==> src/rtl/uart_rx_frame_ctrl.sv <==
// UART receive frame controller: oversampled majority-vote sampling,
// LSB-first deserialization, parity check and stop-checker sequencing.
module uart_rx_frame_ctrl #(
  parameter int DATA_WIDTH = 8,
  parameter int PRESCALE_W = 6
) (
  input  logic                  CLK_stop,
  input  logic                  RST_stop,
  input  logic                  RX_IN,
  input  logic [PRESCALE_W-1:0] Prescale,
  input  logic                  PAR_EN,
  input  logic                  PAR_TYP,
  input  logic                  stp_err_chk,
  output logic                  stp_chk_en,
  output logic                  sample_bit_par_chk,
  output logic [DATA_WIDTH-1:0] P_DATA,
  output logic                  data_valid,
  output logic                  par_err,
  output logic                  stp_err,
  output logic                  strt_glitch,
  output logic                  busy
);

  localparam int BW = $clog2(DATA_WIDTH + 1);
  localparam logic [BW-1:0] LAST_BIT = BW'(DATA_WIDTH - 1);
  localparam logic [BW-1:0] BIT_ONE = BW'(1);
  localparam logic [PRESCALE_W-1:0] ONE = PRESCALE_W'(1);
  localparam logic [PRESCALE_W-1:0] TWO = PRESCALE_W'(2);

  typedef enum logic [2:0] {
    S_IDLE,
    S_START,
    S_DATA,
    S_PARITY,
    S_STOP
  } state_t;

  state_t state_q, state_d;

  logic [PRESCALE_W-1:0] pscl_q, pscl_d;
  logic [PRESCALE_W-1:0] edge_q, edge_d;
  logic [BW-1:0]         bit_q, bit_d;
  logic                  s0_q, s0_d;
  logic                  s1_q, s1_d;
  logic                  smp_q, smp_d;
  logic [DATA_WIDTH-1:0] shift_q, shift_d;
  logic                  par_flag_q, par_flag_d;
  logic                  stp_flag_q, stp_flag_d;
  logic [DATA_WIDTH-1:0] pdata_q, pdata_d;
  logic                  dv_q, dv_d;
  logic                  par_err_q, par_err_d;
  logic                  stp_err_q, stp_err_d;
  logic                  glitch_q, glitch_d;

  logic [PRESCALE_W-1:0] half;
  logic                  last_edge;
  logic                  sample_done;
  logic                  exp_par;

  assign half        = pscl_q >> 1;
  assign last_edge   = (edge_q == pscl_q - ONE);
  assign sample_done = (edge_q == half + TWO);
  assign exp_par     = (^shift_q) ^ PAR_TYP;

  always_ff @(posedge CLK_stop or negedge RST_stop) begin
    if (!RST_stop) begin
      state_q    <= S_IDLE;
      pscl_q     <= '0;
      edge_q     <= '0;
      bit_q      <= '0;
      s0_q       <= 1'b1;
      s1_q       <= 1'b1;
      smp_q      <= 1'b1;
      shift_q    <= '0;
      par_flag_q <= 1'b0;
      stp_flag_q <= 1'b0;
      pdata_q    <= '0;
      dv_q       <= 1'b0;
      par_err_q  <= 1'b0;
      stp_err_q  <= 1'b0;
      glitch_q   <= 1'b0;
    end else begin
      state_q    <= state_d;
      pscl_q     <= pscl_d;
      edge_q     <= edge_d;
      bit_q      <= bit_d;
      s0_q       <= s0_d;
      s1_q       <= s1_d;
      smp_q      <= smp_d;
      shift_q    <= shift_d;
      par_flag_q <= par_flag_d;
      stp_flag_q <= stp_flag_d;
      pdata_q    <= pdata_d;
      dv_q       <= dv_d;
      par_err_q  <= par_err_d;
      stp_err_q  <= stp_err_d;
      glitch_q   <= glitch_d;
    end
  end

  always_comb begin
    state_d    = state_q;
    pscl_d     = pscl_q;
    edge_d     = edge_q + ONE;
    bit_d      = bit_q;
    s0_d       = s0_q;
    s1_d       = s1_q;
    smp_d      = smp_q;
    shift_d    = shift_q;
    par_flag_d = par_flag_q;
    stp_flag_d = stp_flag_q;
    pdata_d    = pdata_q;
    dv_d       = 1'b0;
    par_err_d  = par_err_q;
    stp_err_d  = stp_err_q;
    glitch_d   = 1'b0;
    stp_chk_en = 1'b0;

    // three samples around mid-bit, voted into smp_q
    if (state_q != S_IDLE) begin
      if (edge_q == half - ONE) s0_d = RX_IN;
      if (edge_q == half)       s1_d = RX_IN;
      if (edge_q == half + ONE) begin
        smp_d = (s0_q & s1_q) | (s0_q & RX_IN) | (s1_q & RX_IN);
      end
    end

    if (last_edge) edge_d = '0;

    unique case (state_q)
      S_IDLE: begin
        edge_d = '0;
        if (!RX_IN) begin
          state_d = S_START;
          pscl_d  = Prescale;
        end
      end
      S_START: begin
        if (sample_done && smp_q) begin
          glitch_d = 1'b1;
          state_d  = S_IDLE;
          edge_d   = '0;
        end else if (last_edge) begin
          state_d = S_DATA;
          bit_d   = '0;
        end
      end
      S_DATA: begin
        if (sample_done) begin
          shift_d = {smp_q, shift_q[DATA_WIDTH-1:1]};
        end
        if (last_edge) begin
          if (bit_q == LAST_BIT) begin
            state_d = PAR_EN ? S_PARITY : S_STOP;
          end else begin
            bit_d = bit_q + BIT_ONE;
          end
        end
      end
      S_PARITY: begin
        if (sample_done) par_flag_d = (smp_q != exp_par);
        if (last_edge) state_d = S_STOP;
      end
      S_STOP: begin
        if (sample_done) begin
          stp_chk_en = 1'b1;
          stp_flag_d = stp_err_chk;
        end
        if (last_edge) begin
          par_err_d = par_flag_q;
          stp_err_d = stp_flag_q;
          if (!par_flag_q && !stp_flag_q) begin
            pdata_d = shift_q;
            dv_d    = 1'b1;
          end
          par_flag_d = 1'b0;
          stp_flag_d = 1'b0;
          // a low line here is the next frame's start bit
          if (!RX_IN) begin
            state_d = S_START;
          end else begin
            state_d = S_IDLE;
          end
        end
      end
      default: begin
        state_d = S_IDLE;
        edge_d  = '0;
      end
    endcase
  end

  assign sample_bit_par_chk = smp_q;
  assign P_DATA             = pdata_q;
  assign data_valid         = dv_q;
  assign par_err            = par_err_q;
  assign stp_err            = stp_err_q;
  assign strt_glitch        = glitch_q;
  assign busy               = (state_q != S_IDLE);

endmodule

==> config.mk <==
export PLATFORM = sky130hd
export DESIGN_NAME = uart_rx_frame_ctrl
export DESIGN_NICKNAME = d
export VERILOG_FILES = /design/src/rtl/uart_rx_frame_ctrl.sv
export SDC_FILE = /design/constraint.sdc
export NUM_CORES = 1
export LEC_CHECK = 0
export ABC_AREA = 1
export CAP_MARGIN = 20
export CELL_PAD_IN_SITES_DETAIL_PLACEMENT = 1
export CELL_PAD_IN_SITES_GLOBAL_PLACEMENT = 1
export CORE_MARGIN = 2
export CORE_UTILIZATION = 46
export DETAILED_ROUTE_END_ITERATION = 10
export PLACE_DENSITY = 0.93
export RECOVER_POWER = 50
export SYNTH_ARGS = -nofsm -noshare
export SYNTH_HDL_FRONTEND = slang
export SYNTH_SLANG_ARGS = --single-unit
export TNS_END_PERCENT = 1
==> constraint.sdc <==
create_clock -name CLK_stop -period 3.45 [get_ports CLK_stop]
set_input_delay 0.69 -clock CLK_stop [delete_from_list [all_inputs] [get_ports CLK_stop]]
set_output_delay 0.69 -clock CLK_stop [all_outputs]
set_load 0.02 [all_outputs]
Word level (Yosys, flattened, before mapping) --
Cells that the tools add are included.
Cells by class: add/sub/neg operators 6, multiply operators 0, div/mod/pow operators 0, order comparisons 0, equal/unequal tests 21, shift operators 0, multiplexer cells 30, bitwise operators 7, reductions and logical operators 22
Operators by type and width (count):
- 6-bit equality test | 4
- 3-bit 2-to-1 mux | 8
- 2-bit != test (second input constant) | 9
- 4-bit 2-to-1 mux | 4
- 3-bit one-hot mux with 5 select lines | 1
- 2-bit AND reduction | 7
- 1-bit 2-to-1 mux | 12
- 6-bit 2-to-1 mux | 2
- 6-bit one-hot mux with 2 select lines | 1
- 4-bit one-hot mux with 2 select lines | 1
- 8-bit XOR reduction | 1
- 5-bit by 1-bit adder with 6-bit output (second input constant) | 1
- 5-bit by 2-bit adder with 6-bit output (second input constant) | 1
- 6-bit by 1-bit adder with 6-bit output (second input constant) | 1
- 3-bit by 2-bit equality test with 1-bit output (second input constant) | 2
- 6-bit by 5-bit equality test with 1-bit output | 1
- 3-bit AND reduction | 2
- 6-bit AND reduction | 1
- 2-bit nonzero test | 3
- 5-bit by 1-bit subtractor with 6-bit output (second input constant) | 1
- 6-bit by 1-bit subtractor with 6-bit output (second input constant) | 1
- 5-bit AND reduction | 1
- 4-bit by 1-bit adder with 4-bit output (second input constant) | 1
- 4-bit by 3-bit equality test with 1-bit output (second input constant) | 1
- 14 further kinds | 19
Storage, ports and cells: flip-flop bits (word level) 44, bits in latches 0, bits in writable memories 0, ROM bits 0, input port bits 12, output and inout port bits 15, word-level logic and storage cells 101, memories kept 0

Longest topological paths before layout --
Gate-level depths: netlist of the first run.
depth after elaboration 5, depth in mapped cells 15, mapped depth without buffers 15

Worst setup path before layout of the first run --
Ideal clock, no wire load.
path type register to output, from reg pscl_q[2], to out stp_chk_en, arrival time 1539 ps, setup slack 1221 ps, cell stages (with the launch flop) 9, path buffers 0, cells stage by stage dfrtp_1 -> inv_2 -> ha_1 -> xnor2_1 -> nand3_1 -> nor2_1 -> and2_4 -> nand2_1 -> inv_1
On the way: word-level cells in the longest chain between the ends 4
Ends and longest elaborated chain:
- start: declaration | line 40 | logic [PRESCALE_W-1:0] pscl_q, pscl_d;
- start signal: assignment | line 84 | pscl_q <= pscl_d;
- 5-bit by 2-bit adder with 6-bit output | line 62 | assign sample_done = (edge_q == half + TWO);
- 6-bit equality test | line 62
- 1-bit 2-to-1 mux | line 165 | if (sample_done) begin
- 1-bit 2-to-1 mux | line 130 | unique case (state_q)
- end: declaration | line 14 | output logic stp_chk_en,
No other way between the ends.

Worst setup path after layout of the first run --
Ends and elaborated chain as after synthesis.

==> out/qor.csv, run 1 <==
metric,value,unit
drt_iter0_drc,89,
yosysWarnings,0,
gr-total-overflow,0,
cellLeakagePower,0.00154,uW
htree_levels,2,
cts_tree,built,
nets,401,
grt_max_degree,45,
syn_nets,373,
rsz0062_at_grt,false,
relSlewSlack,-41.3,%
fin_tns_setup,0,ps
start_util,46.8,%
io_buffers,26,
fp.dieH,81.2,um
antenna_cells,0,
path_class,reg2out,
drive_gt1_share,11.3,%
r2r-start,pscl_q[1],
synth-seq-cells,44,
arrival,2310,ps
syn_inst,352,
vias_per_cell,5.35,
required,2760,ps
drtPass1Iterations,4,
ant_nets,0,
p_sw,1150,uW
ys_seq_area_share,40.3,%
p_int,1250,uW
slew_viol_final,38,
fin_crit_sh,87.1,%
setup_viol,0,
p_seq_share,32.9,%
avgSynthCellArea,7.78,um^2
clk_pin_slew,100,ps
holdBufCountCts,0,
dieWidth,81.2,um
r2r_end,bit_q[2],
drc_errors,0,
cts-buffers-inserted,5,
violations,"max-capacitance violations, max-slew violations",
final_cells,456,
end_kind,output pin,
grt_pass1_wl,12700,um
power_frac_comb,49.2,%
dp_hpwl,5590,um
crit_slowest_cell,dfrtp_2,
path_cells,inv_2 -> ha_1 -> xnor2_1 -> nand3_1 -> nor2_1 -> and2_4 -> nand2_1 -> inv_1 -> dlymetal6s2s_1,
gp_congestion,0.946,
swShare,48.0,%
coreArea,0.00585,mm^2
setup_slack,446,ps
placed_cells,447,
cap_violations,1,
hold_class,in2async,
netlist_area,0.00274,mm^2
ir_drop,0.430,mV
whs,286,ps
clock_sinks,44,
fin_crit,3000,ps
wl_per_cell,17.2,um
pre_cts_ws,466,ps
grt_pass1_vias,2608,
powerDensity,760,mW/mm^2
r2r_slack,1050,ps
layout_commonest_cell,nand2_1,
io_pins,27,
die-area,0.00659,mm^2
ys_types,35,
r2r_cells,11,
clockRootBuffer,clkbuf_8,
skew,5.98,ps
grt_usage,25.5,%
layout_common_cells,"94 x nand2_1, 45 x inv_1, 39 x dfrtp_1",
clkPwrFrac,17.9,%
crit_path_max_incr_delay,470,ps
cp_max_fo,6,
critical_path.startpoint_type,flip-flop,
antenna_found_initial,0,
finalHoldViolCount,0,
clkLatencyLatePin,310,ps
clock_path_buffers,2,
postCtsSetupRepairBufs,0,
route.vias.total,2438,
std_cell_rows,28,
syn_to_final_growth,15.3,%
status,"complete, but fails checks",
worstMarginPinSlew,2120,ps
fmax,333,MHz
routed_wl,7840,um
[critical path, delay by kind of cell, from the launching register on]
kind	cells	cell delay, ps
fa+ha+maj	1	320
simple gates	4	610
buf+inv	3	460
flops	1	470
xor+xnor	1	140
[repair_timing]
item	in CTS	in global routing
setup endpoints to repair	0	1
gates resized for setup	0	3
endpoints found under the hold margin	0	0
[cell families (layout without fill, tap and decap cells)]
logic type | Yosys count | after routing | share of synthesized area, %
adder cells (fa/ha/maj) | 10 | 10 | 4.47
AND/OR/NAND/NOR | 175 | 175 | 29.0
flip-flops | 44 | 44 | 40.3
buffers and inverters | 58 | 87 | 9.27
AO/OA/AOI/OAI | 43 | 43 | 9.96
XOR/XNOR | 22 | 22 | 7.03
[synth_stat cells (all sizes together)]
master / n / share of area [%]
a211oi: 1 / 0.27
a21oi: 17 / 3.5
and2: 1 / 0.32
buf: 5 / 1.8
clkbuf: 1 / 0.14
clkinv: 1 / 0.32
dfrtp: 41 / 37
dfstp: 3 / 2.9
ha: 9 / 4.1
inv: 51 / 7.0
maj3: 1 / 0.37
nand2: 99 / 14
nand3: 26 / 5.3
nand4: 6 / 1.9
nor2: 39 / 6.0
nor3: 3 / 0.96
nor3b: 1 / 0.27
o211ai: 1 / 0.27
o21ai: 22 / 5.0
o21bai: 1 / 0.69
o22ai: 1 / 0.23
xnor2: 11 / 3.5
xor2: 11 / 3.5
[per-layer routing]
layer  track usage, %  wire length (um)
met1             30.3              3320
met2             45.9              4140
met3             4.00               205
met4             10.0               177
met5                0                 0
[cell type report]
type,count,area [um^2]
tap,75,93.8
inverter,52,200
sequential,44,1110
clock inverter,3,46.3
multi-input combinational,250,1380
timing repair buffer,27,260
fill,732,2690
clock buffer,5,68.8
[state kept, by name (all words and copies together), names as in the netlist]
signal	count
stp_flag_q	1
edge_q	6
s1_q	1
stp_err	1
par_err	1
strt_glitch	1
par_flag_q	1
shift_q	8
data_valid	1
pscl_q	6
P_DATA	8
s0_q	1
sample_bit_par_chk	1
bit_q	4
state_q	3
[through the flow]
stage               cell area (um^2)  total power (uW)  utilization [%]
global placement                3040              1850             51.9
CTS                             3150              2400             53.8
finish                          3160              2400             54.0
global route                    3160              2590             54.0
floorplan                       2740              1630                -
detailed placement              3040              1940             51.9
[how the worst max path moves through the flow]
stage / from / end / cells past startpoint
floorplan: pscl_q[2] / stp_chk_en / 8
global placement: pscl_q[3] / stp_chk_en / 9
detailed placement: pscl_q[3] / stp_chk_en / 9
CTS: pscl_q[2] / stp_chk_en / 9
global route: RST_stop / pscl_q[3] / 2
finish: pscl_q[2] / stp_chk_en / 9
[power by group through the flow]
| stage | clock network, uW | registers [uW] | logic (uW) |
|---|---|---|---|
| final | 429 | 790 | 1180 |
| after global routing | 450 | 803 | 1330 |
| after CTS | 437 | 784 | 1180 |
| after detailed placement | 0 | 791 | 1150 |
| after global placement | 0 | 780 | 1070 |
| after floorplan | 0 | 727 | 903 |
Note: power is estimated with default switching activity, not from simulation.
==> run 2, diff against run 1 <==
- CAP_MARGIN: 20 -> not set
==> out/qor.csv, run 2 (synthesis results as in run 1) <==
metric,value,unit,change
required,2760,ps,about the same
dp_hpwl,5590,um,unchanged
clockRootBuffer,clkbuf_8,,
use_met3,4.00,%,unchanged
hold_class,reg2reg,,
route.vias.total,2438,,unchanged
cts_resized,0,,unchanged
cellLeakagePower,0.00154,uW,about the same
io_pins,27,,unchanged
nets,400,,-0.25%
drc_errors,0,,unchanged
grt_max_degree,45,,unchanged
wl_per_cell,17.1,um,-0.46%
fmax,332,MHz,-0.24%
htree_levels,2,,unchanged
clock_path_buffers,2,,unchanged
crit_start,pscl_q[2],,
min_from,P_DATA[0],,
path_class,reg2out,,
clock_sinks,44,,unchanged
clkLatencyLatePin,310,ps,about the same
fin_crit,3010,ps,+7.23 ps
critical_path.startpoint_type,flip-flop,,
relSlewSlack,-66.7,%,-25 points
vias_per_cell,5.36,,+0.22%
drive_gt1_share,11.3,%,+0.030 points
ir_drop,0.428,mV,-0.40%
gr-total-overflow,0,,unchanged
drtPass1Iterations,4,,unchanged
powerDensity,761,mW/mm^2,about the same
status,"complete, but fails checks",,
clk_pin_slew,100,ps,about the same
routed_wl,7790,um,-0.68%
die-area,0.00659,mm^2,unchanged
layout_commonest_cell,nand2_1,,
holdBufCountCts,0,,unchanged
layout_common_cells,"94 x nand2_1, 45 x inv_1, 39 x dfrtp_1",,
end_kind,output pin,,
gr-usage-met1,30.3,%,unchanged
gp_congestion,0.946,,unchanged
finalHoldViolCount,0,,unchanged
setup_slack,439,ps,-7.23 ps
grt_pass1_wl,12700,um,unchanged
postLayoutCellArea,0.00315,mm^2,-0.12%
cp_max_fo,6,,unchanged
pre_cts_ws,466,ps,unchanged
busiest_layer,met2,,
setup_viol,0,,unchanged
rsz0062_at_grt,false,,
slew_viol_final,45,,+18%
start_util,46.8,%,unchanged
antenna_found_initial,0,,unchanged
fill_cells,733,,+0.14%
coreArea,0.00585,mm^2,unchanged
fin_crit_sh,87.3,%,+0.21 points
grt_usage,25.5,%,unchanged
cts_tree,built,,
ant_nets,0,,unchanged
dieWidth,81.2,um,unchanged
io_buffers,26,,unchanged
grt_pass1_vias,2608,,unchanged
worstMarginPinSlew,2500,ps,+382 ps
std_cell_rows,28,,unchanged
drt_iter0_drc,116,,+30%
fin_tns_setup,0,ps,unchanged
arrival,2320,ps,about the same
power,2400,uW,about the same
placed_area,0.00304,mm^2,unchanged
skew,5.21,ps,-0.770 ps
antenna_cells,0,,unchanged
syn_to_final_growth,15.1,%,
grt_use_met2,45.9,%,unchanged
r2r-start,pscl_q[1],,
cts-buffers-inserted,5,,unchanged
cap_violations,1,,unchanged
violations,"max-capacitance violations, max-slew violations",,
postCtsSetupRepairBufs,0,,unchanged
fp.dieH,81.2,um,unchanged
## run 2: cell types whose count changed in the layout (fill, tap and decap cells not counted)
cell and change:
clkbuf_1 -1
## run 2: final timing paths
kind | endpoint | slack, ps | cells past startpoint
max | stp_chk_en | 440 | 9
min | P_DATA[0] | 490 | 2
max reg2reg | bit_q[0] | 1070 | 11
min reg2reg | P_DATA[0] | 490 | 2
max in group asynchronous | pscl_q[3] | 700 | 1
min in group asynchronous | bit_q[1] | 1150 | 1
## run 2: per-stage QoR
step | hold slack [ps] | instances | util [%]
after floorplan | 394 | 352 | -
after global placement | 464 | 447 | 51.9
after detailed placement | 469 | 447 | 51.9
after CTS | 495 | 455 | 53.8
after global routing | 519 | 455 | 53.9
final | 490 | 455 | 53.9
## run 2: critical path, stage by stage, from the launching register on
cell            delay (ps)
dfrtp_2                470
inv_2                  100
ha_1                   320
xnor2_1                140
nand3_1                100
nor2_1                 210
and2_4                 210
nand2_1                100
inv_1                  130
dlymetal6s2s_1         230
## run 2: cell type report
type                    instances  area (um^2)  area share (%)
clock buffers                   5         68.8            2.18
multi-input cells             250         1380            43.8
repair buffers                 26          256            8.13
inverters                      52          200            6.35
well taps                      75         93.8            2.98
flip-flops and latches         44         1110            35.1
clock inverters                 3         46.3            1.47
## run 2: power breakdown
group          leakage, uW  total (uW)  switching [uW]  internal, uW
combinational     0.000913        1180             781           399
sequential        0.000569         790             161           629
clock            0.0000548         429             210           219
## run 2: metal layers
layer	part of all wire (%)	wire [um]	vias to the layer above
met5	0	0	-
met4	2.2	175	0
met3	2.6	201	17
met1	43	3310	1221
met2	53	4100	44
li1	-	-	1156
